--- src/rtl/ft_recovery_sequencer.sv ---
// Rollback recovery sequencer for the lockstep pair: halt, drain, replay safe GPRs, restore PC, resume.
// Optional recovery limit with a sticky fatal state is compiled in with FT_RECOVERY_LIMIT_EN.
//
// state   | meaning
// IDLE    | normal execution, watching error_i
// DRAIN   | fetch halted, waiting for halt_ack_i or drain timeout
// REPLAY  | one safe-GPR write per cycle into both core RFs
// RESTORE | one-cycle safe PC load
// RESUME  | one-cycle resume pulse, fetch released
// FATAL   | recovery limit exceeded, halted until reset (limit build only)
module ft_recovery_sequencer #(
    parameter int ADDR_WIDTH    = 5,
    parameter int DATA_WIDTH    = 32,
    parameter int NUM_REGS      = 32,
    parameter int DRAIN_TIMEOUT = 16,
    parameter int MAX_RECOVERY  = 7
) (
    input  logic                  clk_i,
    input  logic                  rst_n,
    input  logic                  error_i,
    input  logic                  halt_ack_i,
    output logic [ADDR_WIDTH-1:0] sgpr_raddr_o,
    input  logic [DATA_WIDTH-1:0] sgpr_rdata_i,
    output logic                  rf_we_o,
    output logic [ADDR_WIDTH-1:0] rf_waddr_o,
    output logic [DATA_WIDTH-1:0] rf_wdata_o,
    output logic                  spc_load_o,
    output logic                  halt_o,
    output logic                  resume_o,
    output logic                  busy_o,
    output logic                  fatal_o
);

    localparam int DCNT_W = (DRAIN_TIMEOUT > 1) ? $clog2(DRAIN_TIMEOUT) : 1;
    localparam logic [DCNT_W-1:0]     DRAIN_LAST     = DCNT_W'(DRAIN_TIMEOUT - 1);
    localparam logic [ADDR_WIDTH-1:0] LAST_ADDR      = ADDR_WIDTH'(NUM_REGS - 1);
    localparam logic [ADDR_WIDTH-1:0] FIRST_PREFETCH = ADDR_WIDTH'((NUM_REGS > 1) ? 1 : 0);

    localparam logic [2:0] S_IDLE    = 3'd0;
    localparam logic [2:0] S_DRAIN   = 3'd1;
    localparam logic [2:0] S_REPLAY  = 3'd2;
    localparam logic [2:0] S_RESTORE = 3'd3;
    localparam logic [2:0] S_RESUME  = 3'd4;
`ifdef FT_RECOVERY_LIMIT_EN
    localparam logic [2:0] S_FATAL   = 3'd5;
    localparam int REC_W = $clog2(MAX_RECOVERY + 1);
    localparam logic [REC_W-1:0] REC_MAX = REC_W'(MAX_RECOVERY);
`endif

    if (NUM_REGS < 1 || NUM_REGS > (1 << ADDR_WIDTH) || DRAIN_TIMEOUT < 1 || MAX_RECOVERY < 1)
    begin : g_param_check
        $error("ft_recovery_sequencer: illegal parameter combination");
    end

    logic [2:0]            state_q,  state_d;
    logic [DCNT_W-1:0]     dcnt_q,   dcnt_d;
    logic [ADDR_WIDTH-1:0] rcnt_q,   rcnt_d;
    logic [ADDR_WIDTH-1:0] raddr_q,  raddr_d;
    logic [DATA_WIDTH-1:0] wdata_q,  wdata_d;
    logic                  we_q,     we_d;
    logic                  halt_q,   halt_d;
    logic                  busy_q,   busy_d;
    logic                  spc_q,    spc_d;
    logic                  resume_q, resume_d;
`ifdef FT_RECOVERY_LIMIT_EN
    logic [REC_W-1:0]      rec_q,    rec_d;
    logic                  fatal_q,  fatal_d;
`endif

    // The read port runs one address ahead of the write port: address 0 is read while
    // still in DRAIN (raddr idles at 0), so write k carries data fetched with address k.
    always_comb begin
        state_d = state_q;
        dcnt_d  = dcnt_q;
        rcnt_d  = rcnt_q;
        raddr_d = raddr_q;
        wdata_d = wdata_q;
`ifdef FT_RECOVERY_LIMIT_EN
        rec_d   = rec_q;
`endif
        case (state_q)
            S_IDLE: begin
                if (error_i) begin
                    dcnt_d = '0;
                    rcnt_d = '0;
`ifdef FT_RECOVERY_LIMIT_EN
                    if (rec_q == REC_MAX) begin
                        state_d = S_FATAL;
                    end else begin
                        state_d = S_DRAIN;
                        rec_d   = rec_q + 1'b1;
                    end
`else
                    state_d = S_DRAIN;
`endif
                end
            end
            S_DRAIN: begin
                if (halt_ack_i || dcnt_q == DRAIN_LAST) begin
                    state_d = S_REPLAY;
                    dcnt_d  = '0;
                    rcnt_d  = '0;
                    wdata_d = sgpr_rdata_i;
                    raddr_d = FIRST_PREFETCH;
                end else begin
                    dcnt_d = dcnt_q + 1'b1;
                end
            end
            S_REPLAY: begin
                if (rcnt_q == LAST_ADDR) begin
                    state_d = S_RESTORE;
                    rcnt_d  = '0;
                    raddr_d = '0;
                    wdata_d = '0;
                end else begin
                    rcnt_d  = rcnt_q + 1'b1;
                    wdata_d = sgpr_rdata_i;
                    raddr_d = (rcnt_q + 1'b1 == LAST_ADDR) ? '0 : raddr_q + 1'b1;
                end
            end
            S_RESTORE: state_d = S_RESUME;
            S_RESUME:  state_d = S_IDLE;
`ifdef FT_RECOVERY_LIMIT_EN
            S_FATAL:   state_d = S_FATAL;
`endif
            default:   state_d = S_IDLE;
        endcase
    end

    // Output flops are decoded from the next state so they line up with state_q.
    always_comb begin
        busy_d   = (state_d != S_IDLE);
        halt_d   = (state_d != S_IDLE) && (state_d != S_RESUME);
        we_d     = (state_d == S_REPLAY);
        spc_d    = (state_d == S_RESTORE);
        resume_d = (state_d == S_RESUME);
`ifdef FT_RECOVERY_LIMIT_EN
        fatal_d  = (state_d == S_FATAL);
`endif
    end

    always_ff @(posedge clk_i or negedge rst_n) begin
        if (!rst_n) begin
            state_q  <= S_IDLE;
            dcnt_q   <= '0;
            rcnt_q   <= '0;
            raddr_q  <= '0;
            wdata_q  <= '0;
            we_q     <= 1'b0;
            halt_q   <= 1'b0;
            busy_q   <= 1'b0;
            spc_q    <= 1'b0;
            resume_q <= 1'b0;
`ifdef FT_RECOVERY_LIMIT_EN
            rec_q    <= '0;
            fatal_q  <= 1'b0;
`endif
        end else begin
            state_q  <= state_d;
            dcnt_q   <= dcnt_d;
            rcnt_q   <= rcnt_d;
            raddr_q  <= raddr_d;
            wdata_q  <= wdata_d;
            we_q     <= we_d;
            halt_q   <= halt_d;
            busy_q   <= busy_d;
            spc_q    <= spc_d;
            resume_q <= resume_d;
`ifdef FT_RECOVERY_LIMIT_EN
            rec_q    <= rec_d;
            fatal_q  <= fatal_d;
`endif
        end
    end

    assign sgpr_raddr_o = raddr_q;
    assign rf_we_o      = we_q;
    assign rf_waddr_o   = rcnt_q;
    assign rf_wdata_o   = wdata_q;
    assign spc_load_o   = spc_q;
    assign halt_o       = halt_q;
    assign resume_o     = resume_q;
    assign busy_o       = busy_q;
`ifdef FT_RECOVERY_LIMIT_EN
    assign fatal_o      = fatal_q;
`else
    assign fatal_o      = 1'b0;
`endif

endmodule

--- config.mk ---
export PLATFORM = sky130hd
export DESIGN_NAME = ft_recovery_sequencer
export DESIGN_NICKNAME = d
export VERILOG_FILES = /design/src/rtl/ft_recovery_sequencer.sv
export SDC_FILE = /design/constraint.sdc
export NUM_CORES = 1
export LEC_CHECK = 0
export BUFFER_PORTS_ARGS = -buffer_cell sky130_fd_sc_hd__buf_2
export CORE_MARGIN = 2
export CORE_UTILIZATION = 35
export CTS_BUF_LIST = sky130_fd_sc_hd__clkbuf_4 sky130_fd_sc_hd__clkbuf_8
export CTS_CLUSTER_DIAMETER = 40
export DETAILED_ROUTE_END_ITERATION = 12
export SETUP_SLACK_MARGIN = 0.02
export SYNTH_ARGS = -nofsm -noshare
export SYNTH_HDL_FRONTEND = slang
export SYNTH_SLANG_ARGS = --single-unit
--- constraint.sdc ---
create_clock -name clk_i -period 2.85 [get_ports clk_i]
set_input_delay 0.1425 -clock clk_i [delete_from_list [all_inputs] [get_ports clk_i]]
set_output_delay 0.1425 -clock clk_i [all_outputs]
set_load 0.005 [all_outputs]
* Word-level counts from Yosys, hierarchy flattened
Cells that the tools add are included.
** Storage, ports and cells
- Memories :: 0
- Register bits after elaboration :: 54
- ROM bits :: 0
- Output and inout bits :: 48
- Latch bits :: 0
- Input bits :: 36
- RAM bits :: 0
** Operators by class
- Mux-type cells :: 18
- Shifts and indexed selects :: 0
- Eq/ne operators :: 12
- $add $sub $neg :: 3
- Reduce and logical (&&, ||, !) cells :: 10
- $lt $le $gt $ge :: 0
- Div/mod/pow operators :: 0
- Multipliers :: 0
- Bitwise gates (word level) :: 0
** Operators with widths (count)
- two-way mux 32 bit :: 2
- one-hot mux 32 bit (2 select lines) :: 1
- two-way mux 5 bit :: 6
- one-hot mux 5 bit (3 select lines) :: 1
- equality test 3 x 2 -> 1 bit (second input constant) :: 4
- one-hot mux 3 bit (4 select lines) :: 1
- adder 5 x 1 -> 5 bit (second input constant) :: 2
- equality test 5 bit (second input constant) :: 2
- one-hot mux 5 bit (2 select lines) :: 1
- two-way mux 3 bit :: 3
- two-way mux 4 bit :: 2
- one-hot mux 4 bit (2 select lines) :: 1
- nonzero test 3 bit :: 2
- adder 4 x 1 -> 4 bit (second input constant) :: 1
- equality test 4 bit (second input constant) :: 1
- != test 2 bit (second input constant) :: 2
- AND reduction 2 bit :: 2
- nonzero test 2 bit :: 2
- equality test 3 x 1 -> 1 bit (second input constant) :: 1
- equality test 3 bit (second input constant) :: 1
- logical NOT 3 bit :: 1
- != test 3 bit (second input constant) :: 1
- AND reduction 3 bit :: 1
- logical AND 1 bit :: 1
- logical OR 1 bit :: 1

* Depth between registers and ports, before layout
- Word-level depth :: 6
- Gate-level depth with buffers :: 7

* Worst setup path after synthesis
No wires, ideal clock.
- Path type :: reg-to-reg
- From :: register rcnt_q[1], in the netlist rf_waddr_o[1]
- To :: register raddr_q[3], in the netlist sgpr_raddr_o[3]
- Buffers on the path :: 0
- Cell stages (with the launch flop) :: 8
- Required time :: 2.784 ns
- Setup slack :: 0.852 ns
- Arrival :: 1.932 ns
- Period minus slack after synthesis :: 1.998 ns
- Path through :: dfrtp_1 > ha_1 > and3_1 > ha_1 > and2_2 > a311o_1 > nor4_1 > a221o_1
** On the way
- Cells in the longest elaborated chain, start to end :: 5
- Elaborated cells between the ends (all ways) :: 6
** RTL lines
- start, declared :: line 57 : logic [ADDR_WIDTH-1:0] rcnt_q, rcnt_d;
- start signal, assigned :: line 161 : rcnt_q <= rcnt_d;
- adder 5 x 1 -> 5 bit :: line 118 : raddr_d = (rcnt_q + 1'b1 == LAST_ADDR) ? '0 : raddr_q + 1'b1;
- equality test 5 bit :: line 118
- two-way mux 5 bit :: line 118
- two-way mux 5 bit (*) :: line 110 : if (rcnt_q == LAST_ADDR) begin
- one-hot mux 5 bit (2 select lines) (*) :: line 81 : case (state_q)
- end signal, assigned :: line 162 : raddr_q <= raddr_d;
- end, declared :: line 58 : logic [ADDR_WIDTH-1:0] raddr_q, raddr_d;
Mark *: on every way between the ends. The rest lies on a longest branch, timed or not.
A chain may end at the register's enable or synchronous reset.

* Final worst setup path
- From :: register rcnt_q[0], in the netlist rf_waddr_o[0]
- To :: register raddr_q[3], in the netlist sgpr_raddr_o[3]
Same word-level chain as after synthesis.

==> run metrics <==
post-synthesis adder-cell area fraction=0.0265; Power Dens Cells=slightly below 1000 mW/mm^2; Most used DFF post-synth=dfrtp_1; main combinational cell family by area after synthesis=simple AND/OR/NAND/NOR gates; minimum clock period=2.11 ns; pin count of the biggest net entering global routing=34; register area share after synthesis=0.573; Rel. slew slack=0.589; Routed Antenna Nets=0; CP bufs+invs=0; Synth Area in Compound Gates=0.0848; top cell type's share of synthesized area=0.573; mapped cell area=0.00236 mm^2; post-synthesis register bit count=54; syn nets=282; post-synthesis mux area share=0.0138; vias=1,979; Avg Inst Size Synth=9.79 um^2; instance count on the critical path=7; area leader, netlist=dfrtp_1; Initial Util=0.367; I/O pin count=84; setup TNS=0 ns; Post-Synth Simple-Gate Area=0.260; final hold slack=around 0.051 ns; Root Buffer=clkbuf_8; CP max-delay cell=dfrtp_1; CTS sink cnt=54; total length of routed wires=5410 um; number of setup buffers added after CTS=0; CP arrival=2.36 ns; top cell family by delay on the critical path=simple AND/OR/NAND/NOR gates; Max Cap Viol=0; final setup vio count=0; yosys warns=0; outcome=complete, no violations; P&R area growth vs syn=24.4%; TritonCTS Buffers=5; share of post-route cells with drive strength above 1=0.330; top cells by count, synth=nand2_1 (69), dfrtp_1 (54), nand3_1 (36); Synth cell types=45; worst min-delay path class=input port to flip-flop; RSZ-0062 raised after global routing=no; Final Cycle Share=0.741; sequential cell area=0.00135 mm^2; Achievable Freq=474 MHz; DR iter-0 viols=108; die area=0.00741 mm^2; clock-pin slew on the worst setup and hold paths=~0.09 ns; Pleak=1.65 nW; Synth area leaders=dfrtp_1 (57%), nand2_1 (11%), nand3_1 (7.6%), ha_1 (2.7%), a22o_1 (1.9%); # rows=29; residual DRC count=0; Final Hold Fails=0; DR pass1 iterations=4; footprint of the multi-input gates=931 um^2; clock latency on the worst-skew pair=~0.30 ns; grt ovf=0; Avg WL per Cell=between 10 and 15 um; R2R depth=7; crit path cell chain=ha_1 > and3_1 > ha_1 > and2_2 > a311o_1 > nor4_1 > a221o_1; Area after DPL=0.00284 mm^2; gr usage total=0.150; CTS tree=built; Power Total=2.86 mW; final std cell area, no fill=between 0.002 and 0.003 mm^2; count leader, synth=nand2_1; critical path capture point type=flip-flop; Setup CP Type=flip-flop to flip-flop; area of the core=roughly 0.0064 mm^2; WP data required=3.10 ns; initial antenna violation count=1; CP Launch Type=flip-flop; gpl congestion=0.811; first-pass GRT wire length=8760 um; Critical Path Most Common Cell=ha_1; die height=86.1 um; Post-synth EDFFs=0; XOR/XNOR Fraction of Synth Area=0.00742; via/cell ratio=roughly 5; Filler cells=649; nets=365; Gate Count Post-Synth=241; actual slew at the worst max-slew pin=0.617 ns; H-tree Lvls=2; Port Buffers=82; peak supply drop=0.347 mV; Max Root-Sink Buffers=2; Clock Skew=0.00721 ns; Resize count post-CTS=0; Worst path max stage delay=0.44 ns; Post-synth ARST share=1.00; Die Wd=86.1 um; cts-stage hold buffer count=1; Hold Path Depth=3; hpwl dp=3840 um; R2R Setup Slk=0.74 ns; diode count=0; CP Max Fanout=6; number of global-route vias before repair=1,767; Slew Limit Fails=0
==> through the flow <==
stage	util	instances	worst slack, ns
detailed placement	0.442	393	0.768
global placement	0.442	393	0.807
floorplan	-	241	0.852
global route	0.457	401	0.584
CTS	0.457	401	0.746
finish	0.457	401	0.740
==> path summary, 6_finish.rpt <==
path | from | endpoint
worst max-delay path | rf_waddr_o[0]$_DFFE_PN0P_ | sgpr_raddr_o[3]$_DFFE_PN0P_
max in group asynchronous | rst_n | state_q[0]$_DFF_PN0_
worst max register to register | rf_waddr_o[0]$_DFFE_PN0P_ | sgpr_raddr_o[3]$_DFFE_PN0P_
worst min-delay path | sgpr_rdata_i[25] | rf_wdata_o[25]$_DFFE_PN0P_
min in group asynchronous | rst_n | rf_waddr_o[1]$_DFFE_PN0P_
worst min register to register | rf_wdata_o[16]$_DFFE_PN0P_ | rf_wdata_o[16]$_DFFE_PN0P_
==> worst reg2reg max path: stages (launching register included) <==
cell and delay, ns:
dfrtp_1 0.44, ha_1 0.23, and3_1 0.15, ha_1 0.28, and2_2 0.21, a311o_1 0.36, nor4_1 0.24, a221o_1 0.14
==> layout make-up <==
| class | count | area share |
|---|---|---|
| inverters | 4 | 0.00512 |
| flip-flops and latches | 54 | 0.460 |
| well taps | 77 | 0.0328 |
| multi-input cells | 171 | 0.317 |
| repair buffers | 88 | 0.156 |
| clock buffers | 7 | 0.0286 |
==> placed cells by master, fill, tap and decap left out, drive strengths merged, types with 2 or more instances in the layout <==
master   n
buf     87
nand2   69
dfrtp   54
nand3   36
nor2    10
o21ai    7
clkbuf   7
a22o     5
ha       5
inv      3
and3b    3
nor3     2
a21oi    2
and2b    2
xnor2    2
mux2     2
nor4     2
nand2b   2
and2     2
==> registers in the layout (all words and copies together) (netlist names) <==
name          count
sgpr_raddr_o      5
busy_o            1
rf_waddr_o        5
rf_we_o           1
resume_o          1
dcnt_q            4
spc_load_o        1
state_q           3
rf_wdata_o       32
halt_o            1
==> where the power goes <==
group	internal (mW)	switching [mW]	leakage, nW
Combinational	0.513	0.636	0.915
Sequential	1.08	0.206	0.687
Clock	0.189	0.230	0.0452
==> metal layers <==
layer	track usage	routed length [um]
met1	0.213	2530
met2	0.220	2420
met3	0.0395	353
met4	0.0606	116
met5	0	0
==> logic make-up after synthesis <==
family                   count (synthesis)
buffers and inverters                   16
adder cells (fa/ha/maj)                  5
AO/OA/AOI/OAI                           27
AND/OR/NAND/NOR                        133
flip-flops                              54
other                                    1
XOR/XNOR                                 2
multiplexers                             3
Power figures use the tool's default switching activity.
